==> config.mk <==
export PLATFORM = sky130hd
export DESIGN_NAME = mem_arbiter
export DESIGN_NICKNAME = d
export VERILOG_FILES = /design/src/rtl/mem_arbiter.sv
export SDC_FILE = /design/constraint.sdc
export NUM_CORES = 1
export LEC_CHECK = 0
export CAP_MARGIN = 20
export CORE_AREA = 3 3 95 97
export CTS_CLUSTER_SIZE = 14
export DETAILED_ROUTE_END_ITERATION = 16
export DIE_AREA = 0 0 98 100
export GPL_ROUTABILITY_DRIVEN = 0
export SLEW_MARGIN = 20
export SYNTH_ARGS = -nofsm -noshare
export SYNTH_HDL_FRONTEND = slang
export SYNTH_SLANG_ARGS = --single-unit
export TNS_END_PERCENT = 1
==> constraint.sdc <==
create_clock -name clock -period 2.6 [get_ports clock]
set_input_delay 0.52 -clock clock [delete_from_list [all_inputs] [get_ports clock]]
set_output_delay 0.52 -clock clock [all_outputs]
set_load 0.01 [all_outputs]
==> src/rtl/mem_arbiter.sv <==
// Round-robin arbiter sharing one single-port word memory between an
// instruction-fetch port and a load/store data port.
module mem_arbiter #(
  parameter int ADDR_W = 7,
  parameter int DATA_W = 32
) (
  input  logic              clock,
  input  logic              reset,
  input  logic              i_req,
  input  logic [31:0]       i_addr,
  output logic              i_gnt,
  output logic              i_rvalid,
  output logic [DATA_W-1:0] i_rdata,
  input  logic              d_req,
  input  logic              d_we,
  input  logic [31:0]       d_addr,
  input  logic [DATA_W-1:0] d_wdata,
  input  logic [3:0]        d_wmask,
  output logic              d_gnt,
  output logic              d_rvalid,
  output logic [DATA_W-1:0] d_rdata,
  output logic              d_err,
  output logic              mem_re,
  output logic              mem_we,
  output logic [ADDR_W-1:0] mem_addr,
  output logic [DATA_W-1:0] mem_wdata,
  output logic [3:0]        mem_wmask,
  input  logic [DATA_W-1:0] mem_rdata
);

  typedef enum logic {IDLE, RD_RESP} state_t;

  state_t state_reg, state_next;
  logic   last_d_reg, last_d_next;     // 1: data port was granted most recently
  logic   owner_d_reg, owner_d_next;   // owner of the pending read response
  logic   oor_reg, oor_next;           // pending response is an out-of-range load
  logic   d_err_reg, d_err_next;
  logic   startup_reg;                 // blocks grants in the cycle after reset

  logic d_oor;
  logic allow;
  logic pick_d;
  logic grant_i;
  logic grant_d;

  // Byte offset and wrapped fetch bits are intentionally ignored.
  logic unused_bits;
  assign unused_bits = ^{i_addr[31:ADDR_W+2], i_addr[1:0], d_addr[1:0]};

  assign d_oor   = |d_addr[31:ADDR_W+2];
  assign allow   = (state_reg == IDLE) && !reset && !startup_reg;
  assign pick_d  = d_req && (!i_req || !last_d_reg);
  assign grant_d = allow && pick_d;
  assign grant_i = allow && i_req && !pick_d;

  always_ff @(posedge clock) begin
    if (reset) begin
      state_reg   <= IDLE;
      last_d_reg  <= 1'b0;
      owner_d_reg <= 1'b0;
      oor_reg     <= 1'b0;
      d_err_reg   <= 1'b0;
      startup_reg <= 1'b1;
    end else begin
      state_reg   <= state_next;
      last_d_reg  <= last_d_next;
      owner_d_reg <= owner_d_next;
      oor_reg     <= oor_next;
      d_err_reg   <= d_err_next;
      startup_reg <= 1'b0;
    end
  end

  always_comb begin
    state_next   = state_reg;
    last_d_next  = last_d_reg;
    owner_d_next = owner_d_reg;
    oor_next     = oor_reg;
    d_err_next   = 1'b0;
    i_gnt        = 1'b0;
    d_gnt        = 1'b0;
    i_rvalid     = 1'b0;
    d_rvalid     = 1'b0;
    i_rdata      = '0;
    d_rdata      = '0;
    mem_re       = 1'b0;
    mem_we       = 1'b0;
    mem_addr     = '0;
    mem_wdata    = '0;
    mem_wmask    = '0;

    case (state_reg)
      IDLE: begin
        if (grant_i) begin
          i_gnt        = 1'b1;
          last_d_next  = 1'b0;
          mem_re       = 1'b1;
          mem_addr     = i_addr[ADDR_W+1:2];
          state_next   = RD_RESP;
          owner_d_next = 1'b0;
          oor_next     = 1'b0;
        end else if (grant_d) begin
          d_gnt       = 1'b1;
          last_d_next = 1'b1;
          d_err_next  = d_oor;
          if (d_we) begin
            if (!d_oor) begin
              mem_we    = 1'b1;
              mem_addr  = d_addr[ADDR_W+1:2];
              mem_wdata = d_wdata;
              mem_wmask = d_wmask;
            end
          end else begin
            // Out-of-range loads still take the response slot so that the
            // requester sees a normal rvalid handshake carrying the error.
            state_next   = RD_RESP;
            owner_d_next = 1'b1;
            oor_next     = d_oor;
            if (!d_oor) begin
              mem_re   = 1'b1;
              mem_addr = d_addr[ADDR_W+1:2];
            end
          end
        end
      end
      RD_RESP: begin
        state_next = IDLE;
        if (!reset) begin
          if (owner_d_reg) begin
            d_rvalid = 1'b1;
            d_rdata  = oor_reg ? '0 : mem_rdata;
          end else begin
            i_rvalid = 1'b1;
            i_rdata  = mem_rdata;
          end
        end
      end
      default: state_next = IDLE;
    endcase
  end

  assign d_err = d_err_reg && !reset;

endmodule
==> run summary, run 1 <==
Longest individual stage delay on the worst path -> 0.32 ns
Relative contribution of sequential cells to total power -> 21.0%
EDFF count, synth -> 0
Synth Area in Compound Gates -> 8.191%
Net switching power -> 0.1119 mW
Share of synthesized registers carrying an async set or reset -> 0%
Vias in the first global route -> 1954
Count of maximum capacitance violations -> 0
Non-Filler Instances -> 502
Count of H-tree levels built during CTS -> 1
Required time of the critical path -> 2.08 ns
Via-per-instance ratio -> 3.890
Cell chosen for the clock root -> sky130_fd_sc_hd__clkbuf_8
Number of buffers inserted during clock tree synthesis -> 3
Number of antenna cells inserted -> 0
Detailed Route Iter0 Violations -> 39
Post-synthesis cell type with the largest combined area -> sky130_fd_sc_hd__and2_1
Routed length per instance -> 14.93 µm
Count of pins on the block boundary -> 251
Slowest cell on crit path -> sky130_fd_sc_hd__nor4_4
Worst min path class -> register to register
Final core occ -> 45.18%
Routing usage on met3 -> 4.587%
Final Hold Vio Count -> 0
Number of placement rows -> 33
Pin count of the biggest net entering global routing -> 38
IR Drop Worst-Case VDD -> 96.72 µV
Syn Std Cell Area -> 0.001100 mm²
Outcome -> completed
Post-synthesis to final-layout area growth -> 237.5%
Total overflow reported by the global router -> 0
Post-synth top cells -> sky130_fd_sc_hd__and2_1 (100), sky130_fd_sc_hd__a22o_1 (7), sky130_fd_sc_hd__clkbuf_1 (7)
Placed Instances -> 489
Worst setup EP type -> output port
Primary FF master, synth -> sky130_fd_sc_hd__dfxtp_1
Number of filler cells placed in the layout -> 818
Power share of the combinational group -> 50.7%
Global routing met1 resource utilization -> 14.05%
Max-slew violation count -> 0
Antenna-violating nets left -> 0
Global router's overall resource usage -> 13.19%
Net Sw Frac -> 23.09%
Post-detail-place hpwl -> 6110 µm
Leakage dissipation -> 2.122 nW
Total power density per cell area -> 130.5 mW/mm²
Clk pwr share -> 28.3%
Unrepaired setup endpoints after global routing -> true
Die H -> 100 µm
Largest fanout on the critical path -> 5
Worst-Skew Late Latency -> 0.22 ns
Fraction of the yosys area taken by sequential cells -> 10.92%
Initial antenna violation count -> 0
Xor/xnor share of the synthesized area -> 0%
Slew Limit Headroom -> 84.50%
Core ar. -> 0.008217 mm²
Worst setup SP type -> input pin
Port bufs -> 223
Count of nets after finishing -> 536
Worst Clk Skew -> 0.0005662 ns
Post-layout min period -> 2.585 ns
YS warnings -> 0
Die Span X -> 98 µm
Number of hold buffers added after CTS -> 0
Initial core utilization -> 13.39%
Total length of routed wires -> 7495 µm
FF+latch count, synth -> 6
Post-synthesis net count -> 293
Count of cell types in the netlist -> 26
Vias post-DR -> 1953
Pre-Repair DR Iteration Count -> 3
First-pass GRT wire length -> 10400 µm
Share of synthesized cell area in and, or, nand and nor gates -> 73.83%
Largest family of logic cells by synthesized area -> simple AND/OR/NAND/NOR gates
Synthesized area per cell -> 7.050 µm²
Sink Count -> 6
Residual DRC count -> 0
Buffers and inverters on the worst path -> 5
Clock tree buffer depth -> 2
# setup viols final -> 0
Clock tree from TritonCTS -> built
Kind of critical path -> input pin to output port
Adder-Cell Fraction of Synth Area -> 0%
Final critical-path share of the clock period -> 99.43%
Mux contribution to synthesized area -> 0.9101%
Die area -> 0.009800 mm²
Most used standard cell by instance count after synthesis -> sky130_fd_sc_hd__and2_1
Clock-pin transition on the worst setup and hold timing paths -> 0.03 ns
Cell-by-cell trace of the critical path -> clkbuf_2 -> nor4_4 -> nand4_2 -> nor4_4 -> buf_4 -> buf_6 -> clkbuf_16 -> and2_4 -> buf_6
Leading post-synthesis cells by cell area -> sky130_fd_sc_hd__and2_1 (57%), sky130_fd_sc_hd__dfxtp_1 (11%), sky130_fd_sc_hd__a22o_1 (5.6%)
Signal arrival time at the worst endpoint -> 2.07 ns
Post-synthesis instance total -> 156
Worst-Margin Slew -> 0.2305 ns
Gate family responsible for the most delay along the worst path -> simple AND/OR/NAND/NOR gates
Routing layer with the top usage in global route -> met2
Design internal power -> 0.3726 mW
Met2 track demand over resource -> 24.97%
Layout cell share with drive strength beyond 1 -> 23.93%
Max Clock Freq -> 386.8 MHz
Share of Yosys cell area claimed by the top area cell type -> 56.88%
[layout make-up]
cell class	count	area, µm²	share of cell area (%)
clock buffers	3	41.29	1.112
inverters	2	7.507	0.2022
multi-input cells	138	1011	27.23
flip-flops and latches	6	120.1	3.236
well taps	105	131.4	3.539
repair buffers	248	2401	64.68
[stage by stage]
stage | TNS (ns) | power (mW) | hold slack, ns | setup slack, ns | instance area (µm²)
floorplan | 0 | 0.1388 | 0.4562 | 0.2942 | 1100
global placement | -42.11 | 0.3544 | 0.4735 | -0.6550 | 3558
detailed placement | -42.53 | 0.3566 | 0.4961 | -0.6184 | 3558
CTS | -8.377 | 0.4884 | 0.5065 | -0.4441 | 3498
global route | -1.336 | 0.5159 | 0.5216 | -0.08116 | 3712
finish | 0 | 0.4845 | 0.5053 | 0.01491 | 3712
[worst paths after layout]
check,startpoint,to,slack (ns),depth (start not counted)
min,last_d_reg,last_d_reg,0.51,1
max reg2reg,last_d_reg,oor_reg,1.07,5
max,d_addr[29],mem_wdata[2],0.01,9
min reg2reg,last_d_reg,last_d_reg,0.51,1
[power by group through the flow]
stage | clock network, mW | logic [mW] | registers [mW]
final | 0.137 | 0.246 | 0.102
after global routing | 0.150 | 0.263 | 0.102
after CTS | 0.144 | 0.244 | 0.101
after detailed placement | 0 | 0.255 | 0.102
after global placement | 0 | 0.253 | 0.102
after floorplan | 0 | 0.0375 | 0.101
[routing by layer]
metal	vias up	wire length, µm
li1	991	-
met1	857	2790
met2	90	3994
met3	15	551
met4	0	159
met5	-	0
[timing repair]
item                                    in CTS  in global routing
setup buffers                                0                  5
gates cloned                                 0                  5
gates resized for setup                    234                 83
endpoints found under the hold margin        0                  0
endpoints found under the setup margin     112                 79
pin swaps                                    7                 18
[placed cells by master (no fill, tap or decap), types with 5 or more instances in the layout]
cell and count:
sky130_fd_sc_hd__a22o_1 7, sky130_fd_sc_hd__and2_1 92, sky130_fd_sc_hd__and2_4 8, sky130_fd_sc_hd__buf_2 22
sky130_fd_sc_hd__buf_4 15, sky130_fd_sc_hd__buf_6 15, sky130_fd_sc_hd__clkbuf_2 7, sky130_fd_sc_hd__clkdlybuf4s15_1 30
sky130_fd_sc_hd__clkdlybuf4s50_1 89, sky130_fd_sc_hd__dfxtp_1 6, sky130_fd_sc_hd__dlygate4sd2_1 36, sky130_fd_sc_hd__dlymetal6s2s_1 25
sky130_fd_sc_hd__nor2_1 5
[cell families (layout without fill, tap and decap cells)]
group,count (synthesis),in the layout
AND/OR/NAND/NOR,126,126
buffers and inverters,12,253
AO/OA/AOI/OAI,11,11
flip-flops,6,6
multiplexers,1,1
Note: power is estimated with default switching activity, not from simulation.
==> inputs of run 2 (changes only) <==
--- a/config.mk
+++ b/config.mk
@@ -10,7 +10,6 @@
 export CTS_CLUSTER_SIZE = 14
 export DETAILED_ROUTE_END_ITERATION = 16
 export DIE_AREA = 0 0 98 100
-export GPL_ROUTABILITY_DRIVEN = 0
 export SLEW_MARGIN = 20
 export SYNTH_ARGS = -nofsm -noshare
 export SYNTH_HDL_FRONTEND = slang
==> constraint.sdc (replaced) <==
create_clock -name clock -period 2.8 [get_ports clock]
set_input_delay 0.56 -clock clock [delete_from_list [all_inputs] [get_ports clock]]
set_output_delay 0.56 -clock clock [all_outputs]
set_load 0.01 [all_outputs]
==> run 2 against run 1 <==
Net effect:
- combinational power is 8% lower
- wire length shrank 4.6%
- sequential power is 7% lower
- clock skew about the same
- non-clock buffer count is 2 lower
- register-to-register slack improved by 0.18 ns
- first-iteration DRC count down 31%
- setup slack better by 0.063 ns
- clock power decreased by 8%
- final area down 3.7%
- critical path type unchanged
- largest cell class unchanged
==> run summary, run 2 (synthesis results as in run 1) <==
Outcome -> completed
Total overflow reported by the global router -> 0 (unchanged)
Count of pins on the block boundary -> 251 (unchanged)
Final core occ -> 43.51% (-1.7 points)
Total power density per cell area -> 125.5 mW/mm² (-3.9%)
Number of filler cells placed in the layout -> 843 (+3.1%)
Worst setup EP type -> output port
Via-per-instance ratio -> 3.806 (-2.2%)
Cell-by-cell trace of the critical path -> clkdlybuf4s50_1 -> nand3_4 -> nor4_4 -> buf_4 -> clkbuf_16 -> and2_1 -> buf_2
Number of buffers inserted during clock tree synthesis -> 3 (unchanged)
Initial antenna violation count -> 0 (unchanged)
Pin count of the biggest net entering global routing -> 38 (unchanged)
Routed length per instance -> 14.30 µm (-4.2%)
Global router's overall resource usage -> 12.93% (-0.26 points)
Number of placement rows -> 33 (unchanged)
Initial core utilization -> 13.39% (unchanged)
Worst min path class -> register to register
Port bufs -> 223 (unchanged)
Count of nets after finishing -> 534 (-0.37%)
Commonest non-fill, non-tap cell in the layout -> sky130_fd_sc_hd__and2_1
Total length of routed wires -> 7149 µm (-4.6%)
IR Drop Worst-Case VDD -> 97.08 µV (+0.38%)
# setup viols final -> 0 (unchanged)
Post-detail-place hpwl -> 5999 µm (-1.8%)
Cell area after placement -> 0.003558 mm² (unchanged)
Worst R2R Setup Slack -> 1.25 ns (+0.18 ns)
Worst-Margin Slew -> 0.2986 ns (+0.06811 ns)
First-pass GRT wire length -> 10180 µm (-2.1%)
Core ar. -> 0.008217 mm² (unchanged)
Worst setup SP type -> input pin
Final weighted congestion in routability-driven placement -> 0.7811
Clock tree buffer depth -> 2 (unchanged)
Slowest cell on crit path -> sky130_fd_sc_hd__clkdlybuf4s50_1
Leading cell types in the layout, fill and taps excluded -> sky130_fd_sc_hd__and2_1 (97), sky130_fd_sc_hd__clkdlybuf4s50_1 (91), sky130_fd_sc_hd__dlygate4sd2_1 (71)
Pre-Repair DR Iteration Count -> 4 (+1)
Number of hold buffers added after CTS -> 0 (unchanged)
Antenna-violating nets left -> 0 (unchanged)
Longest individual stage delay on the worst path -> 0.52 ns (+0.20 ns)
Max-slew violation count -> 0 (unchanged)
Clock tree from TritonCTS -> built
Layout cell share with drive strength beyond 1 -> 21.77% (-2.2 points)
Hold slack -> 0.5406 ns (+0.03530 ns)
Required time of the critical path -> 2.24 ns (+0.16 ns)
Post-synthesis to final-layout area growth -> 225.0%
Vias in the first global route -> 1906 (-2.5%)
Slew Limit Headroom -> 79.94% (-4.6 points)
Final critical-path share of the clock period -> 97.21%
Kind of critical path -> input pin to output port
Largest fanout on the critical path -> 5 (unchanged)
Die H -> 100 µm (unchanged)
Vias post-DR -> 1903 (-2.6%)
Count of H-tree levels built during CTS -> 1 (unchanged)
Post-route design area -> 0.003575 mm² (-3.7%)
Worst Clk Skew -> 0.001040 ns (+0.0004733 ns)
Max Clock Freq -> 367.4 MHz
Residual DRC count -> 0 (unchanged)
Detailed Route Iter0 Violations -> 27 (-31%)
Post-layout min period -> 2.722 ns
Number of antenna cells inserted -> 0 (unchanged)
Setup WS post-layout -> 0.07808 ns (+0.06318 ns)
Worst slack at placement -> -0.4999 ns (+0.1185 ns)
Die Span X -> 98 µm (unchanged)
Final Hold Vio Count -> 0 (unchanged)
Sink Count -> 6 (unchanged)
Worst-Skew Late Latency -> 0.22 ns (about the same)
Leakage dissipation -> 2.038 nW (-4.0%)
Clock-pin transition on the worst setup and hold timing paths -> 0.03 ns (about the same)
Die area -> 0.009800 mm² (unchanged)
Signal arrival time at the worst endpoint -> 2.16 ns (+0.09 ns)
Count of maximum capacitance violations -> 0 (unchanged)
Cell chosen for the clock root -> sky130_fd_sc_hd__clkbuf_8
## run 2: worst paths after layout
check | startpoint | endpoint | cells after the start
hold reg to reg | owner_d_reg | owner_d_reg | 1
setup / recovery | d_req | mem_wmask[2] | 7
hold / removal | owner_d_reg | owner_d_reg | 1
setup reg to reg | last_d_reg | oor_reg | 5
## run 2: report_power, final
part	internal (mW)	total [mW]	switching, mW
Sequential	0.0907	0.0949	0.00413
Combinational	0.165	0.227	0.0626
Clock	0.0921	0.126	0.0342
## run 2: final cells by class
type,count,area (µm²),area share [%]
Clock buffer,3,41.29,1.155
Inverter,2,7.507,0.2100
Multi-Input combinational cell,138,984.7,27.55
Sequential cell,6,120.1,3.360
Tap cell,105,131.4,3.675
Timing Repair Buffer,246,2290,64.05
## run 2: metal layers
| metal | wire [µm] | GRT usage (%) |
|---|---|---|
| met1 | 2711 | 14.51 |
| met2 | 3965 | 24.97 |
| met3 | 428 | 3.544 |
| met4 | 44 | 1.491 |
| met5 | 0 | 0 |
## run 2: repair_timing
action                     in CTS  in global routing
resized for setup             239                 34
cloned                          0                  3
pin swaps                       5                 14
setup endpoints to repair     111                 51
buffers inserted                1                  4
## run 2: critical path: cells and delay by family
kind                   cells  cell delay, ns
buffers and inverters      4            1.00
and+or+nand+nor            3            0.60
## run 2: per-stage QoR
stage / TNS, ns / std cells / total power [mW]
5_1_grt: -0.04075 / 500 / 0.4789
3_5_place_dp: -30.59 / 489 / 0.3317
6_report: 0 / 500 / 0.4485
3_3_place_gp: -29.37 / 489 / 0.3287
4_1_cts: -1.186 / 493 / 0.4554
2_1_floorplan: 0 / 156 / 0.1288
==> inputs of run 3 (changes only) <==
--- a/config.mk
+++ b/config.mk
@@ -14,4 +14,4 @@
 export SYNTH_ARGS = -nofsm -noshare
 export SYNTH_HDL_FRONTEND = slang
 export SYNTH_SLANG_ARGS = --single-unit
-export TNS_END_PERCENT = 1
+export TNS_END_PERCENT = 20
==> run 3 against run 2 <==
Net effect:
- clock-buffer cell count stayed put
- largest cell class unchanged
- hold slack worse by 0.039 ns
- final cell count is 0.20% lower
- wire length is 0.60% higher
- largest power group unchanged
- flip-flop and latch count stayed put
- highest routed layer unchanged
- first-iteration DRC count is 15% higher
- sequential power is 0.5% lower
- sequential share of layout area is 0.12 points higher
- die area stayed put
==> run summary, run 3 (synthesis results as in run 1) <==
Count of maximum capacitance violations -> 0 (unchanged)
Final weighted congestion in routability-driven placement -> 0.7811 (unchanged)
First-pass GRT wire length -> 10550 µm (+3.6%)
Outcome -> completed
Cell area after placement -> 0.003558 mm² (unchanged)
Count of pins on the block boundary -> 251 (unchanged)
Commonest non-fill, non-tap cell in the layout -> sky130_fd_sc_hd__clkdlybuf4s50_1
Worst-Margin Slew -> 0.2451 ns (-0.05356 ns)
Number of antenna cells inserted -> 0 (unchanged)
Max Clock Freq -> 363.4 MHz (-1.1%)
Core ar. -> 0.008217 mm² (unchanged)
Number of filler cells placed in the layout -> 845 (+0.24%)
Global router's overall resource usage -> 13.40% (+0.47 points)
Clock tree from TritonCTS -> built
Worst slack at placement -> -0.4999 ns (unchanged)
Number of hold buffers added after CTS -> 0 (unchanged)
Largest fanout on the critical path -> 18 (+13)
Clock-pin transition on the worst setup and hold timing paths -> 0.03 ns (about the same)
Via-per-instance ratio -> 3.818 (+0.31%)
Slowest cell on crit path -> sky130_fd_sc_hd__clkdlybuf4s50_1
Post-synthesis to final-layout area growth -> 213.9%
Worst-Skew Late Latency -> 0.22 ns (about the same)
Final critical-path share of the clock period -> 98.27% (+1.1 points)
Longest individual stage delay on the worst path -> 0.43 ns (-0.09 ns)
Final Hold Vio Count -> 0 (unchanged)
Required time of the critical path -> 2.24 ns (about the same)
Sequential cell area -> 120.1 µm² (unchanged)
Post-layout min period -> 2.752 ns (+0.02969 ns)
Layout cell share with drive strength beyond 1 -> 21.57% (-0.20 points)
Hold slack -> 0.5019 ns (-0.03869 ns)
Vias in the first global route -> 1986 (+4.2%)
Setup WS post-layout -> 0.04839 ns (-0.02969 ns)
Placed Instances -> 489 (unchanged)
Count of nets after finishing -> 533 (-0.19%)
Start point of the critical path -> i_req
Residual DRC count -> 0 (unchanged)
Worst min path class -> register to register
Min-delay src -> owner_d_reg
Total power -> 0.4477 mW (-0.20%)
Routed length per instance -> 14.41 µm (+0.80%)
Initial antenna violation count -> 0 (unchanged)
# setup viols final -> 0 (unchanged)
Number of buffers inserted during clock tree synthesis -> 3 (unchanged)
Die area -> 0.009800 mm² (unchanged)
Cell-by-cell trace of the critical path -> clkdlybuf4s50_1 -> nand2_1 -> nand3_2 -> nor4_4 -> buf_4 -> clkbuf_16 -> and2_1 -> clkdlybuf4s15_1
Initial core utilization -> 13.39% (unchanged)
Sink Count -> 6 (unchanged)
Port bufs -> 223 (unchanged)
Die H -> 100 µm (unchanged)
Vias post-DR -> 1905 (+0.11%)
Detailed Route Iter0 Violations -> 31 (+15%)
Worst setup SP type -> input pin
Non-Filler Instances -> 499 (-0.20%)
Leading cell types in the layout, fill and taps excluded -> sky130_fd_sc_hd__clkdlybuf4s50_1 (122), sky130_fd_sc_hd__and2_1 (100), sky130_fd_sc_hd__dlygate4sd2_1 (45)
Signal arrival time at the worst endpoint -> 2.19 ns (+0.03 ns)
Count of H-tree levels built during CTS -> 1 (unchanged)
Worst Clk Skew -> 0.001252 ns (+0.0002120 ns)
Max-slew violation count -> 0 (unchanged)
Post-route design area -> 0.003452 mm² (-3.4%)
Slew Limit Headroom -> 83.53% (+3.6 points)
Worst R2R Setup Slack -> 1.27 ns (+0.02 ns)
Clock tree buffer depth -> 2 (unchanged)
IR Drop Worst-Case VDD -> 95.80 µV (-1.3%)
Number of placement rows -> 33 (unchanged)
Worst setup EP type -> output port
Total area of multi-input combinational cells -> 960.9 µm² (-2.4%)
Antenna-violating nets left -> 0 (unchanged)
Unrepaired setup endpoints after global routing -> true
Leakage dissipation -> 1.721 nW (-16%)
Cell chosen for the clock root -> sky130_fd_sc_hd__clkbuf_8
Pre-Repair DR Iteration Count -> 4 (unchanged)
Worst reg2reg startpoint -> last_d_reg
Total length of routed wires -> 7192 µm (+0.60%)
Pin count of the biggest net entering global routing -> 38 (unchanged)
Total power density per cell area -> 129.7 mW/mm² (+3.3%)
Die Span X -> 98 µm (unchanged)
Kind of critical path -> input pin to output port
Post-detail-place hpwl -> 5999 µm (unchanged)
Total overflow reported by the global router -> 0 (unchanged)
-- run 3: cell types whose count changed in the layout (fill, tap and decap cells not counted), moves of 2 or more --
cell and change:
sky130_fd_sc_hd__clkbuf_2 +39, sky130_fd_sc_hd__clkdlybuf4s50_1 +31, sky130_fd_sc_hd__dlygate4sd2_1 -26, sky130_fd_sc_hd__buf_2 -24, sky130_fd_sc_hd__dlymetal6s2s_1 -17, sky130_fd_sc_hd__clkdlybuf4s15_1 +8
sky130_fd_sc_hd__clkdlybuf4s15_2 -7, sky130_fd_sc_hd__and2_1 +3, sky130_fd_sc_hd__and2_4 -3, sky130_fd_sc_hd__buf_4 -3, sky130_fd_sc_hd__buf_6 -2
-- run 3: path summary, 6_finish.rpt --
kind,endpoint,cells after the start
max,mem_wdata[19],8
min,owner_d_reg,1
max reg2reg,oor_reg,5
min reg2reg,owner_d_reg,1
-- run 3: final cells by class --
type / instances / area share [%]
multi-input cells: 138 / 27.84
flip-flops and latches: 6 / 3.480
well taps: 105 / 3.806
inverters: 2 / 0.2175
repair buffers: 245 / 63.47
clock buffers: 3 / 1.196
-- run 3: layer usage --
layer | routed length (µm) | vias to the layer above | GRT usage (%) | share of wire, %
met1 | 2867 | 827 | 15.51 | 40
met4 | 44 | 0 | 1.491 | 0.61
met5 | 0 | - | 0 | 0
met3 | 389 | 4 | 2.849 | 5.4
met2 | 3891 | 91 | 25.92 | 54
li1 | - | 983 | - | -
-- run 3: repair_timing --
action | CTS | global route
endpoints found under the setup margin | 111 | 45
pin swaps | 12 | 11
hold endpoints to repair | 0 | 0
gates resized for setup | 152 | 76
setup buffers | 8 | 2
gates cloned | 0 | 1
-- run 3: stage by stage --
step	util, %	setup TNS, ns
finish	42.01	0
global route	42.01	-0.04605
CTS	43.84	-0.2049
detailed placement	43.31	-30.59
global placement	43.31	-29.37
floorplan	-	0
-- run 3: critical path, delay by kind of cell --
| family | cells | cell delay, ns |
|---|---|---|
| AND/OR/NAND/NOR | 4 | 0.61 |
| buffers and inverters | 4 | 1.01 |
-- run 3: power breakdown --
group	switching [mW]	internal (mW)
logic	0.0618	0.165
registers	0.00364	0.0907
clock network	0.0346	0.0921
